## config.mk

```make
export PLATFORM = sky130hd
export DESIGN_NAME = sdram_burst_scheduler
export DESIGN_NICKNAME = d
export VERILOG_FILES = /design/src/rtl/sdram_burst_scheduler.sv
export SDC_FILE = /design/constraint.sdc
export NUM_CORES = 1
export LEC_CHECK = 0
export BUFFER_PORTS_ARGS = -buffer_cell sky130_fd_sc_hd__buf_4
export CAP_MARGIN = 5
export CORE_MARGIN = 2
export CORE_UTILIZATION = 38
export CTS_BUF_LIST = sky130_fd_sc_hd__clkbuf_8
export DETAILED_ROUTE_END_ITERATION = 10
export PLACE_DENSITY = 0.6
export SYNTH_ARGS = -nofsm -noshare
export SYNTH_HDL_FRONTEND = slang
export SYNTH_SLANG_ARGS = --single-unit
```

## constraint.sdc

```tcl
create_clock -name clk -period 2.8 [get_ports clk]
set_input_delay 0.56 -clock clk [delete_from_list [all_inputs] [get_ports clk]]
set_output_delay 0.56 -clock clk [all_outputs]
set_load 0.02 [all_outputs]
```

## src/rtl/sdram_burst_scheduler.sv

```systemverilog
// Arbitrates the single SDRAM controller port between camera writes and display reads.
// Define SDRAM_SCHED_DOUBLE_BUFFER_EN to ping-pong write frames between two buffers.
`timescale 1ns/1ps
module sdram_burst_scheduler #(
    parameter int          VIDEO_END    = 153600,
    parameter int          BURST        = 8,
    parameter logic [21:0] FRAME_STRIDE = 22'h100000,
    parameter int          STARVE_LIMIT = 64
) (
    input  logic        clk,
    input  logic        reset_n,
    input  logic        rd_req,
    input  logic        wr_req,
    output logic        rd_grant,
    output logic        wr_grant,
    output logic        rd_beat,
    output logic        wr_beat,
    output logic [1:0]  ctrl_command,
    output logic [21:0] ctrl_data_address,
    input  logic        ctrl_data_read_valid,
    input  logic        ctrl_data_write_done,
    output logic        frame_done,
    output logic        busy
);

    typedef enum logic [1:0] {
        IDLE  = 2'd0,
        READ  = 2'd1,
        WRITE = 2'd2
    } state_t;

    localparam int BEAT_W = $clog2(BURST + 1);
    localparam int WAIT_W = $clog2(STARVE_LIMIT + 1);

    localparam logic [BEAT_W-1:0] LAST_BEAT = BEAT_W'(BURST - 1);
    localparam logic [BEAT_W-1:0] BEAT_ONE  = BEAT_W'(1);
    localparam logic [WAIT_W-1:0] WAIT_MAX  = WAIT_W'(STARVE_LIMIT);
    localparam logic [WAIT_W-1:0] WAIT_ONE  = WAIT_W'(1);
    localparam logic [21:0]       BURST_A   = 22'(BURST);
    localparam logic [21:0]       VEND_A    = 22'(VIDEO_END);

    localparam logic [1:0] CMD_IDLE  = 2'd0;
    localparam logic [1:0] CMD_WRITE = 2'd1;
    localparam logic [1:0] CMD_READ  = 2'd2;

    state_t              state_q, state_d;
    logic [BEAT_W-1:0]   beat_q, beat_d;
    logic [WAIT_W-1:0]   wait_q, wait_d;
    logic [21:0]         rd_off_q, rd_off_d;
    logic [21:0]         wr_off_q, wr_off_d;
    logic [21:0]         rd_base_q, rd_base_d;
    logic [21:0]         wr_base_q, wr_base_d;
    logic [1:0]          cmd_q, cmd_d;
    logic [21:0]         addr_q, addr_d;
    logic                rd_grant_q, rd_grant_d;
    logic                wr_grant_q, wr_grant_d;
    logic                rd_beat_q, rd_beat_d;
    logic                frame_done_q, frame_done_d;

    logic [21:0]         rd_off_next, wr_off_next;
    logic                rd_wrap, wr_wrap;

`ifdef SDRAM_SCHED_DOUBLE_BUFFER_EN
    // Base of the most recently completed write frame; reads adopt it only at a frame boundary.
    logic [21:0]         done_base_q, done_base_d;
`else
    logic                unused_frame_stride;
    assign unused_frame_stride = ^FRAME_STRIDE;
`endif

    assign rd_off_next = rd_off_q + BURST_A;
    assign wr_off_next = wr_off_q + BURST_A;
    assign rd_wrap     = (rd_off_next == VEND_A);
    assign wr_wrap     = (wr_off_next == VEND_A);

    always_comb begin
        state_d      = state_q;
        beat_d       = beat_q;
        wait_d       = wait_q;
        rd_off_d     = rd_off_q;
        wr_off_d     = wr_off_q;
        rd_base_d    = rd_base_q;
        wr_base_d    = wr_base_q;
        cmd_d        = cmd_q;
        addr_d       = addr_q;
        rd_grant_d   = 1'b0;
        wr_grant_d   = 1'b0;
        frame_done_d = 1'b0;
        rd_beat_d    = (state_q == READ) && ctrl_data_read_valid;
`ifdef SDRAM_SCHED_DOUBLE_BUFFER_EN
        done_base_d  = done_base_q;
`endif

        case (state_q)
            IDLE: begin
                // A write that has waited long enough pre-empts a pending read.
                if (wr_req && (wait_q >= WAIT_MAX)) begin
                    state_d    = WRITE;
                    wr_grant_d = 1'b1;
                    beat_d     = '0;
                    wait_d     = '0;
                    cmd_d      = CMD_WRITE;
                    addr_d     = wr_base_q + wr_off_q;
                end else if (rd_req) begin
                    state_d    = READ;
                    rd_grant_d = 1'b1;
                    beat_d     = '0;
                    cmd_d      = CMD_READ;
                    addr_d     = rd_base_q + rd_off_q;
                    if (wr_req && (wait_q < WAIT_MAX)) begin
                        wait_d = wait_q + WAIT_ONE;
                    end
                end else if (wr_req) begin
                    state_d    = WRITE;
                    wr_grant_d = 1'b1;
                    beat_d     = '0;
                    wait_d     = '0;
                    cmd_d      = CMD_WRITE;
                    addr_d     = wr_base_q + wr_off_q;
                end
            end

            READ: begin
                if (ctrl_data_read_valid) begin
                    beat_d = beat_q + BEAT_ONE;
                    if (beat_q == LAST_BEAT) begin
                        state_d  = IDLE;
                        cmd_d    = CMD_IDLE;
                        rd_off_d = rd_wrap ? '0 : rd_off_next;
`ifdef SDRAM_SCHED_DOUBLE_BUFFER_EN
                        if (rd_wrap) begin
                            rd_base_d = done_base_q;
                        end
`endif
                    end
                end
            end

            WRITE: begin
                if (ctrl_data_write_done) begin
                    beat_d = beat_q + BEAT_ONE;
                    if (beat_q == LAST_BEAT) begin
                        state_d      = IDLE;
                        cmd_d        = CMD_IDLE;
                        wr_off_d     = wr_wrap ? '0 : wr_off_next;
                        frame_done_d = wr_wrap;
`ifdef SDRAM_SCHED_DOUBLE_BUFFER_EN
                        if (wr_wrap) begin
                            done_base_d = wr_base_q;
                            wr_base_d   = (wr_base_q == '0) ? FRAME_STRIDE : '0;
                        end
`endif
                    end
                end
            end

            default: begin
                state_d = IDLE;
                cmd_d   = CMD_IDLE;
            end
        endcase
    end

    always_ff @(posedge clk or negedge reset_n) begin
        if (!reset_n) begin
            state_q      <= IDLE;
            beat_q       <= '0;
            wait_q       <= '0;
            rd_off_q     <= '0;
            wr_off_q     <= '0;
            rd_base_q    <= '0;
            wr_base_q    <= '0;
            cmd_q        <= CMD_IDLE;
            addr_q       <= '0;
            rd_grant_q   <= 1'b0;
            wr_grant_q   <= 1'b0;
            rd_beat_q    <= 1'b0;
            frame_done_q <= 1'b0;
`ifdef SDRAM_SCHED_DOUBLE_BUFFER_EN
            done_base_q  <= '0;
`endif
        end else begin
            state_q      <= state_d;
            beat_q       <= beat_d;
            wait_q       <= wait_d;
            rd_off_q     <= rd_off_d;
            wr_off_q     <= wr_off_d;
            rd_base_q    <= rd_base_d;
            wr_base_q    <= wr_base_d;
            cmd_q        <= cmd_d;
            addr_q       <= addr_d;
            rd_grant_q   <= rd_grant_d;
            wr_grant_q   <= wr_grant_d;
            rd_beat_q    <= rd_beat_d;
            frame_done_q <= frame_done_d;
`ifdef SDRAM_SCHED_DOUBLE_BUFFER_EN
            done_base_q  <= done_base_d;
`endif
        end
    end

    // Write beats advance the camera FIFO in the same cycle the controller accepts them.
    assign wr_beat           = (state_q == WRITE) && ctrl_data_write_done;
    assign rd_beat           = rd_beat_q;
    assign rd_grant          = rd_grant_q;
    assign wr_grant          = wr_grant_q;
    assign ctrl_command      = cmd_q;
    assign ctrl_data_address = addr_q;
    assign frame_done        = frame_done_q;
    assign busy              = (state_q != IDLE);

endmodule

```

==> run metrics, run 1 <==
Post-synth top flop sky130_fd_sc_hd__dfrtp_1; Setup Buffers After CTS 0; Setup Viol. Count Final 0; fraction of final layout cells with drive strength greater than 1 14.8%; biggest area contributors in the synthesized netlist sky130_fd_sc_hd__dfrtp_1 (42%), sky130_fd_sc_hd__nand2_1 (6.0%), sky130_fd_sc_hd__o21ai_0 (4.6%); largest net degree at the start of global routing between 70 and 80; async set or reset register ratio after synthesis 100%; detail-routed via count per cell 5.49; number of antenna violations at the first check in global routing 0; overall routed net length 10.1 mm; Final Worst Setup Slack 195 ps; Worst Hold Margin 318 ps; clock insertion delay at the later pin of the skew report around 360 ps; gate count of the mapped netlist 489; Critical Path AT 2840 ps; die width 112 um; Yosys cell types 64; gpl congestion 0.914; measured slew at the worst slew-check pin 952 ps; number of buffers inserted by hold repair at cts 0; wire length of the first global-routing pass 16.9 mm; Die Area 12600 um2; CTS tree yes; cell types with the highest counts after synthesis sky130_fd_sc_hd__dfrtp_1 (74), sky130_fd_sc_hd__nand2_1 (71), sky130_fd_sc_hd__o21ai_0 (41), sky130_fd_sc_hd__nor2_1 (30), sky130_fd_sc_hd__nand3_1 (22); reported max-cap violation count 0; number of clock sinks seen by CTS 74; count of flip-flops with a built-in enable after synthesis 0; Port Buffers 32; sequence of cells on the critical path ha_1 -> nand4_2 -> or4_4 -> and4bb_2 -> o32ai_4 -> nor4_4 -> o21ai_1; post-synth top area cell sky130_fd_sc_hd__dfrtp_1; placeable core region about 11000 um2; ports placed on the boundary 36; worst slew slack as a fraction of its limit 36.5%; initial core utilization 38.9%; Die H 112 um; post-placement setup slack 214 ps; # rows 39; Residual DRC 0; number of buffers created by CTS 9; crit path time final approximately 2600 ps; unrepaired setup endpoints after global routing false; CP Launch Type flip-flop; share of the synthesized area in the top cell type 41.6%; leakage power 2.23 nW; count of antenna-violating nets left after detailed routing 0; power per unit of standard cell area approximately 540 nW/um2; half-perimeter wire length of the detailed placement result 7.17 mm; VDD IR max 0.000352 V; library cell with the highest instance count after synthesis sky130_fd_sc_hd__dfrtp_1; final antenna diode count 0; Pwr Total around 2.7 mW; Slowest Stage Delay on Critical Path 580 ps; register bit count reported by yosys 74; Max Clock Skew between 6 and 7 ps; Worst Setup Path Type reg2reg; register-to-register setup slack 200 ps; clock slew at the register clock pins of the worst setup and hold paths 80 ps; DRC violation total after the first TritonRoute iteration 245; detailed-route via count 3602; outcome finished clean; Avg Cell Area, Syn a little over 9 um2; via count of the first global-routing pass between 3000 and 4000; drt first pass iters 5; wire length per cell between 15 and 20 um; number of gates given a new drive strength after cts 0; class of the tightest hold or removal check in2async; Yosys warning count 0; worst-case clock buffer depth 2; final worst-path cycle share 93.0%; setup tns final 0 ps; Max H-tree Level 3; crit-path max FO 9; Net count, final between 500 and 600; Final Max Tran Viols 0; final cell count without fillers between 600 and 700; number of instances in the placed design 640; post-synthesis sequential area ratio between 40% and 50%; GRT Residual Overflow 0; area growth from synthesis to layout 11.8%; achievable clock frequency 384 MHz; Worst Path Required 3040 ps; global router's overall resource usage 16.8%; slowest cell on the critical path sky130_fd_sc_hd__or4_4; kind of capture point of the worst setup path flip-flop; Fin. Hold Viols 0; cell chosen for the clock root sky130_fd_sc_hd__clkbuf_8; Synth Cell Area 4450 um2
==> critical path: cells and delay by family, from the launching register on <==
family / cells / cell delay, ps
adder cells (fa/ha/maj): 1 / 400
flip-flops: 1 / 490
AND/OR/NAND/NOR: 4 / 1370
AO/OA/AOI/OAI: 2 / 220
==> state kept, by name, indices dropped and copies added, names as in the netlist <==
register,count
ctrl_data_address,19
wait_q,7
rd_grant,1
frame_done,1
rd_beat,1
beat_q,4
rd_off_q,19
ctrl_command,1
state_q,1
wr_off_q,19
wr_grant,1
==> per-layer routing <==
metal  wire, um  global-route usage (%)  vias to the layer above
met2       4730                    25.8                      113
met5          0                       0                        -
met4        180                    5.77                        0
met1       4660                    22.8                     1705
li1           -                       -                     1768
met3        569                    4.91                       16
==> stage by stage <==
step                util [%]  cell area [um2]
global route            43.5             4970
floorplan                  -             4450
CTS                     43.5             4970
finish                  43.5             4970
detailed placement      41.7             4760
global placement        41.7             4760
==> cells in the final DEF (no fill, tap or decap), drive strengths merged, types with 3 or more instances in the layout <==
cell / n
o31ai: 5
nand3: 23
and2: 3
nand2: 71
xor2: 12
nand2b: 6
and3: 7
a22o: 3
clkbuf: 10
ha: 8
a21o: 3
inv: 17
or2: 4
o21ai: 45
conb: 3
o211ai: 3
dfrtp: 74
xnor2: 21
nor2: 30
o21a: 4
nor4: 9
nand4: 15
a21oi: 14
buf: 43
nor3b: 3
mux2i: 20
nor3: 12
a211oi: 3
o22ai: 3
and4: 8
==> layout make-up <==
cell class | instances | area, um2
fill | 1147 | 6450
multi-input combinational | 367 | 2350
sequential | 74 | 1850
timing repair buffer | 43 | 323
tap | 143 | 179
clock buffer | 10 | 138
clock inverter | 6 | 75.1
inverter | 13 | 48.8
==> cells by family after synthesis <==
| family | share of synthesized area (%) |
|---|---|
| other | 0.0843 |
| multiplexers | 4.50 |
| adder cells (fa/ha/maj) | 2.25 |
| buffers and inverters | 5.74 |
| AND/OR/NAND/NOR | 24.7 |
| flip-flops | 41.6 |
| AO/OA/AOI/OAI | 14.6 |
| XOR/XNOR | 6.50 |
==> worst paths after layout <==
check,depth (start not counted),to,from
worst min register to register,2,ctrl_data_address[8]$_DFFE_PN0P_,ctrl_data_address[8]$_DFFE_PN0P_
min in group clk,3,rd_beat$_DFF_PN0_,ctrl_data_read_valid
worst min-delay path,1,wait_q[4]$_DFFE_PN0P_,reset_n
worst max-delay path,7,wr_off_q[12]$_DFFE_PN0P_,wr_off_q[4]$_DFFE_PN0P_
worst max register to register,7,wr_off_q[12]$_DFFE_PN0P_,wr_off_q[4]$_DFFE_PN0P_
max in group asynchronous,1,wr_off_q[10]$_DFFE_PN0P_,reset_n
==> where the power goes <==
group	internal (mW)	switching (mW)	leakage (nW)
Combinational	0.200	0.381	1.13
Sequential	1.15	0.0631	0.979
Clock	0.514	0.394	0.121
Total	1.87	0.838	2.23
No activity file was read; power rests on OpenSTA's default activity.
==> run 2: changes to the inputs <==
- CORE_MARGIN: 2 -> not set
==> run 2 against run 1 <==
  * Non-clock buffer count shrank 4
  * Sequential share of layout area up 0.27 points
  * Register-to-register slack gained 20 ps
  * Flip-flop and latch count unchanged
  * Clock skew is 6.2 ps higher
  * Global-route usage rose by 1.8 points
  * Via count is 1.6% lower
  * Critical path depth stayed put
  * Largest cell class unchanged
  * Clock-buffer cell count up 1
  * Utilization fell by 0.32 points
  * First-iteration DRC count down 22%
  * Fmax is 0.67% higher
==> run metrics, run 2 (synthesized netlist as in run 1, its figures left out) <==
clock insertion delay at the later pin of the skew report 380 ps (+20 ps); most frequent cells in the layout sky130_fd_sc_hd__dfrtp_1 (74), sky130_fd_sc_hd__nand2_1 (71), sky130_fd_sc_hd__o21ai_0 (40), sky130_fd_sc_hd__buf_4 (39), sky130_fd_sc_hd__nor2_1 (30); power per unit of standard cell area 544 nW/um2 (about the same); final worst-path cycle share 92.4% (-0.62 points); CTS tree yes; number of cells on the worst reg-to-reg path 7 (unchanged); cell chosen for the clock root sky130_fd_sc_hd__clkbuf_8; sequence of cells on the critical path ha_2 -> nand4_2 -> nor3_1 -> xor2_1 -> or4_4 -> nor4_4 -> o21ai_1; Die Area 12100 um2 (-3.5%); clock slew at the register clock pins of the worst setup and hold paths 80 ps (about the same); worst slew slack as a fraction of its limit 37.3% (+0.79 points); Worst Path Required 3060 ps (+20 ps); outcome finished clean; Residual DRC 0 (unchanged); final antenna diode count 0 (unchanged); gpl congestion 0.897 (-1.9%); leakage power 2.20 nW (-1.6%); Setup Viol. Count Final 0 (unchanged); wire length per cell 15.7 um (+1.4%); number of instances in the placed design 636 (-0.63%); placeable core region 11400 um2 (unchanged); # rows 39 (unchanged); DRC violation total after the first TritonRoute iteration 192 (-22%); achievable clock frequency 387 MHz (+0.67%); crit path time final 2590 ps (-17.3 ps); detail-routed via count per cell 5.44 (-0.95%); slowest cell on the critical path sky130_fd_sc_hd__or4_4; Worst Setup Path Type reg2reg; crit-path max FO 9 (unchanged); VDD IR max 0.000439 V (+25%); Final Max Tran Viols 0 (unchanged); die width 110 um (-1.8%); initial core utilization 38.9% (unchanged); class of the tightest hold or removal check in2async; half-perimeter wire length of the detailed placement result 7.18 mm (+0.16%); Net count, final 518 (-0.77%); largest net degree at the start of global routing 75 (unchanged); detailed-route via count 3546 (-1.6%); GRT Residual Overflow 0 (unchanged); R2R Path Start wr_off_q[4]$_DFFE_PN0P_; final cell count without fillers 652 (-0.61%); CP Launch Type flip-flop; Slowest Stage Delay on Critical Path 590 ps (about the same); ports placed on the boundary 36 (unchanged); Fin. Hold Viols 0 (unchanged); register-to-register setup slack 210 ps (+20 ps); fraction of final layout cells with drive strength greater than 1 15.1% (+0.31 points); unrepaired setup endpoints after global routing false; Max Clock Skew 12.9 ps (+6.18 ps); Die H 110 um (-1.8%); most common cell after layout, fill and taps aside sky130_fd_sc_hd__dfrtp_1; Max H-tree Level 3 (unchanged); measured slew at the worst slew-check pin 940 ps (-11.8 ps); Fillers 1149 (+0.17%); kind of capture point of the worst setup path flip-flop; Port Buffers 32 (unchanged); worst-case clock buffer depth 2 (unchanged); number of antenna violations at the first check in global routing 0 (unchanged); number of clock sinks seen by CTS 74 (unchanged); Critical Path AT 2850 ps (about the same); area growth from synthesis to layout 10.9%; drt first pass iters 4 (-1); via count of the first global-routing pass 3394 (+1.4%); count of antenna-violating nets left after detailed routing 0 (unchanged); critical register-to-register path endpoint wr_off_q[14]$_DFFE_PN0P_; Worst Hold Margin 316 ps (-1.93 ps); overall routed net length 10.2 mm (+0.78%); reported max-cap violation count 0 (unchanged); post-placement setup slack 168 ps (-45.9 ps); wire length of the first global-routing pass 16.9 mm (+0.20%); Final Worst Setup Slack 213 ps (+17.3 ps); setup tns final 0 ps (unchanged); global router's overall resource usage 18.6% (+1.8 points); number of buffers created by CTS 9 (unchanged)
==> run 2: cell count changes in the layout (fill, tap and decap cells not counted) <==
cell,before,now
sky130_fd_sc_hd__inv_1,17,13
sky130_fd_sc_hd__ha_2,0,1
sky130_fd_sc_hd__bufinv_16,2,1
sky130_fd_sc_hd__clkinvlp_4,0,1
sky130_fd_sc_hd__clkinv_2,0,3
sky130_fd_sc_hd__ha_1,8,7
sky130_fd_sc_hd__clkbuf_8,10,11
sky130_fd_sc_hd__buf_4,43,39
==> run 2: repair_timing <==
action                                  in CTS  in global routing
buffers inserted                             0                  0
resized for setup                            0                  1
hold buffers                                 0                  0
endpoints found under the setup margin       0                  3
==> run 2: final cells by class <==
class	count	area (um2)	area share, %
multi-input combinational	367	2360	47.8
timing repair buffer	39	293	5.93
inverter	13	48.8	0.989
tap	143	179	3.63
clock buffer	11	151	3.07
clock inverter	5	52.6	1.07
sequential	74	1850	37.5
==> run 2: power breakdown <==
group	switching [mW]	internal [mW]	leakage (nW)	total, mW
Clock	0.430	0.456	0.105	0.886
Combinational	0.382	0.201	1.11	0.583
Sequential	0.0647	1.15	0.979	1.22
==> run 2: metal layers <==
metal | global-route usage (%) | vias up | part of all wire, %
met5 | 0 | - | 0
met4 | 6.30 | 0 | 1.4
met3 | 5.88 | 11 | 5.7
met2 | 28.9 | 85 | 46
met1 | 24.4 | 1692 | 47
li1 | - | 1758 | -
==> run 2: critical path, delay by kind of cell (launching register included) <==
family                   cells  cell delay, ps
AO/OA/AOI/OAI                1             110
AND/OR/NAND/NOR              4            1390
adder cells (fa/ha/maj)      1             340
XOR/XNOR                     1             120
flip-flops                   1             510
==> run 2: how the worst max path moves through the flow <==
stage                            startpoint                  endpoint  cells past startpoint
detailed placement  wr_off_q[4]$_DFFE_PN0P_  wr_off_q[14]$_DFFE_PN0P_                      7
CTS                 wr_off_q[4]$_DFFE_PN0P_  wr_off_q[14]$_DFFE_PN0P_                      7
global placement    wr_off_q[4]$_DFFE_PN0P_  wr_off_q[14]$_DFFE_PN0P_                      7
finish              wr_off_q[4]$_DFFE_PN0P_  wr_off_q[14]$_DFFE_PN0P_                      7
floorplan           wr_off_q[4]$_DFFE_PN0P_  wr_off_q[12]$_DFFE_PN0P_                      9
global route        wr_off_q[4]$_DFFE_PN0P_  wr_off_q[11]$_DFFE_PN0P_                      7
==> run 2: through the flow <==
step           power (mW)  area (um2)  util, %
4_1_cts              2.72        4930     43.2
3_3_place_gp         1.81        4730     41.4
3_5_place_dp         1.83        4730     41.4
5_1_grt              2.83        4930     43.2
2_1_floorplan        1.60        4450        -
6_report             2.69        4930     43.2
==> run 3: changes to the inputs <==
- clock period: 2.8 -> 2.6 ns (I/O delays scaled with it)
==> run 3 against run 2 <==
  * Total power grew 9.2%
  * Largest power group unchanged
  * Critical endpoint is now wr_off_q[12]$_DFFE_PN0P_
  * Register-to-register slack lost 30 ps
  * Largest cell class unchanged
  * Clock-buffer cell count shrank 1
==> run metrics, run 3 (synthesized netlist as in run 1, its figures left out) <==
ports placed on the boundary 36 (unchanged); dominant delay contributor by cell family on the critical path simple AND/OR/NAND/NOR gates; GRT Residual Overflow 0 (unchanged); Finished Cell Area 5070 um2 (+2.8%); Port Buffers 32 (unchanged); measured slew at the worst slew-check pin 510 ps (-430 ps); number of clock sinks seen by CTS 74 (unchanged); number of buffers inserted by hold repair at cts 0 (unchanged); setup tns final 0 ps (unchanged); met1 Use GR 23.7% (-0.79 points); detailed-route via count 3683 (+3.9%); Worst Setup Path Type reg2reg; # rows 39 (unchanged); number of buffers created by CTS 9 (unchanged); wire length of the first global-routing pass 16.8 mm (-0.57%); worst-case clock buffer depth 2 (unchanged); Worst Path Required 2840 ps (-220 ps); Fillers 1102 (-4.1%); final antenna diode count 0 (unchanged); reported max-cap violation count 0 (unchanged); most frequent cells in the layout sky130_fd_sc_hd__dfrtp_1 (74), sky130_fd_sc_hd__nand2_1 (71), sky130_fd_sc_hd__buf_4 (51), sky130_fd_sc_hd__o21ai_0 (40), sky130_fd_sc_hd__nor2_1 (30); cell chosen for the clock root sky130_fd_sc_hd__clkbuf_8; Die H 110 um (unchanged); leakage power 2.28 nW (+3.6%); met3 track utilization from global routing 4.29% (-1.6 points); Setup Viol. Count Final 0 (unchanged); half-perimeter wire length of the detailed placement result 7.31 mm (+1.8%); final cell count without fillers 664 (+1.8%); crit-path max FO 12 (+3); class of the tightest hold or removal check in2async; gpl congestion 0.889 (-0.97%); number of antenna violations at the first check in global routing 0 (unchanged); crit path time final 2410 ps (-173 ps); CTS tree yes; wire length per cell 15.1 um (-3.5%); kind of capture point of the worst setup path flip-flop; Max H-tree Level 3 (unchanged); achievable clock frequency 414 MHz (+7.2%); unrepaired setup endpoints after global routing false; Final Max Tran Viols 0 (unchanged); Fin. Hold Viols 0 (unchanged); final worst-path cycle share 92.9% (+0.45 points); met2 track demand over resource 29.2% (+0.22 points); VDD IR max 0.000402 V (-8.3%); detail-routed via count per cell 5.55 (+2.0%); Post-Place Cell Area 4840 um2 (+2.3%); most common cell after layout, fill and taps aside sky130_fd_sc_hd__dfrtp_1; largest net degree at the start of global routing 44 (-41%); sequence of cells on the critical path nand3_2 -> o31ai_1 -> a32oi_1 -> or4_4 -> nor4_4 -> o21ai_1; via count of the first global-routing pass 3522 (+3.8%); drt first pass iters 4 (unchanged); number of buffers and inverters on the critical path 0 (unchanged); Die Area 12100 um2 (unchanged); busiest layer in global routing met2; global router's overall resource usage 18.5% (-0.072 points); Critical Path AT 2660 ps (-190 ps); Net count, final 531 (+2.5%); power per unit of standard cell area 579 nW/um2 (+6.3%); Residual DRC 0 (unchanged); placeable core region 11400 um2 (unchanged); fraction of final layout cells with drive strength greater than 1 17.3% (+2.1 points); clock slew at the register clock pins of the worst setup and hold paths 80 ps (about the same); count of antenna-violating nets left after detailed routing 0 (unchanged); clock insertion delay at the later pin of the skew report 370 ps (about the same); overall routed net length 10.0 mm (-1.7%); slowest cell on the critical path sky130_fd_sc_hd__dfrtp_1; number of instances in the placed design 649 (+2.0%); Max Clock Skew 10.2 ps (-2.71 ps); die width 110 um (unchanged); Pwr Total 2.93 mW (+9.2%); DRC violation total after the first TritonRoute iteration 206 (+7.3%); initial core utilization 38.9% (unchanged); CP Launch Type flip-flop; worst slew slack as a fraction of its limit 65.6% (+28 points); outcome finished clean; Slowest Stage Delay on Critical Path 610 ps (+20 ps); area growth from synthesis to layout 14.0%
run 3: path summary, 6_finish.rpt:
| check | startpoint | endpoint | slack [ps] | cells past startpoint |
|---|---|---|---|---|
| setup / recovery | wr_off_q[5]$_DFFE_PN0P_ | wr_off_q[12]$_DFFE_PN0P_ | 190 | 6 |
| hold / removal | reset_n | wait_q[3]$_DFFE_PN0P_ | 80 | 1 |
| setup reg to reg | wr_off_q[5]$_DFFE_PN0P_ | wr_off_q[12]$_DFFE_PN0P_ | 190 | 6 |
| hold reg to reg | ctrl_data_address[4]$_DFFE_PN0P_ | ctrl_data_address[4]$_DFFE_PN0P_ | 490 | 2 |
| max in group asynchronous | reset_n | wr_off_q[4]$_DFFE_PN0P_ | 1930 | 2 |
| min in group clk | ctrl_data_read_valid | rd_beat$_DFF_PN0_ | 390 | 3 |
run 3: metal layers:
metal	part of all wire [%]	vias to the layer above
li1	-	1779
met1	47	1771
met2	45	107
met3	5.2	26
met4	2.8	0
met5	0	-
run 3: final cells by class:
| class | instances | area (um2) | area share (%) |
|---|---|---|---|
| multi-input combinational | 367 | 2370 | 46.8 |
| sequential | 74 | 1850 | 36.5 |
| timing repair buffer | 52 | 403 | 7.94 |
| tap | 143 | 179 | 3.53 |
| clock buffer | 10 | 138 | 2.71 |
| clock inverter | 5 | 78.8 | 1.55 |
| inverter | 13 | 48.8 | 0.962 |
run 3: worst reg2reg max path, cell delays in order (launching register included):
cell	delay [ps]
sky130_fd_sc_hd__dfrtp_1	610
sky130_fd_sc_hd__nand3_2	270
sky130_fd_sc_hd__o31ai_1	300
sky130_fd_sc_hd__a32oi_1	80
sky130_fd_sc_hd__or4_4	610
sky130_fd_sc_hd__nor4_4	320
sky130_fd_sc_hd__o21ai_1	110
run 3: timing repair:
item | 4_1_cts | 5_1_grt
setup endpoints to repair | 0 | 5
buffers inserted | 0 | 0
gates resized for setup | 0 | 3
run 3: metrics by stage:
step	hold WS (ps)	util, %	setup slack (ps)
after detailed placement	472	42.4	44.3
after floorplan	224	-	233
after CTS	68.7	44.3	30.4
after global routing	91.3	44.4	27.8
after global placement	469	42.4	168
final	79.9	44.4	186
run 3: power breakdown:
part           switching (mW)  leakage (nW)  internal [mW]
registers              0.0647         0.979           1.24
logic                   0.406          1.18          0.223
clock network           0.440         0.112          0.559
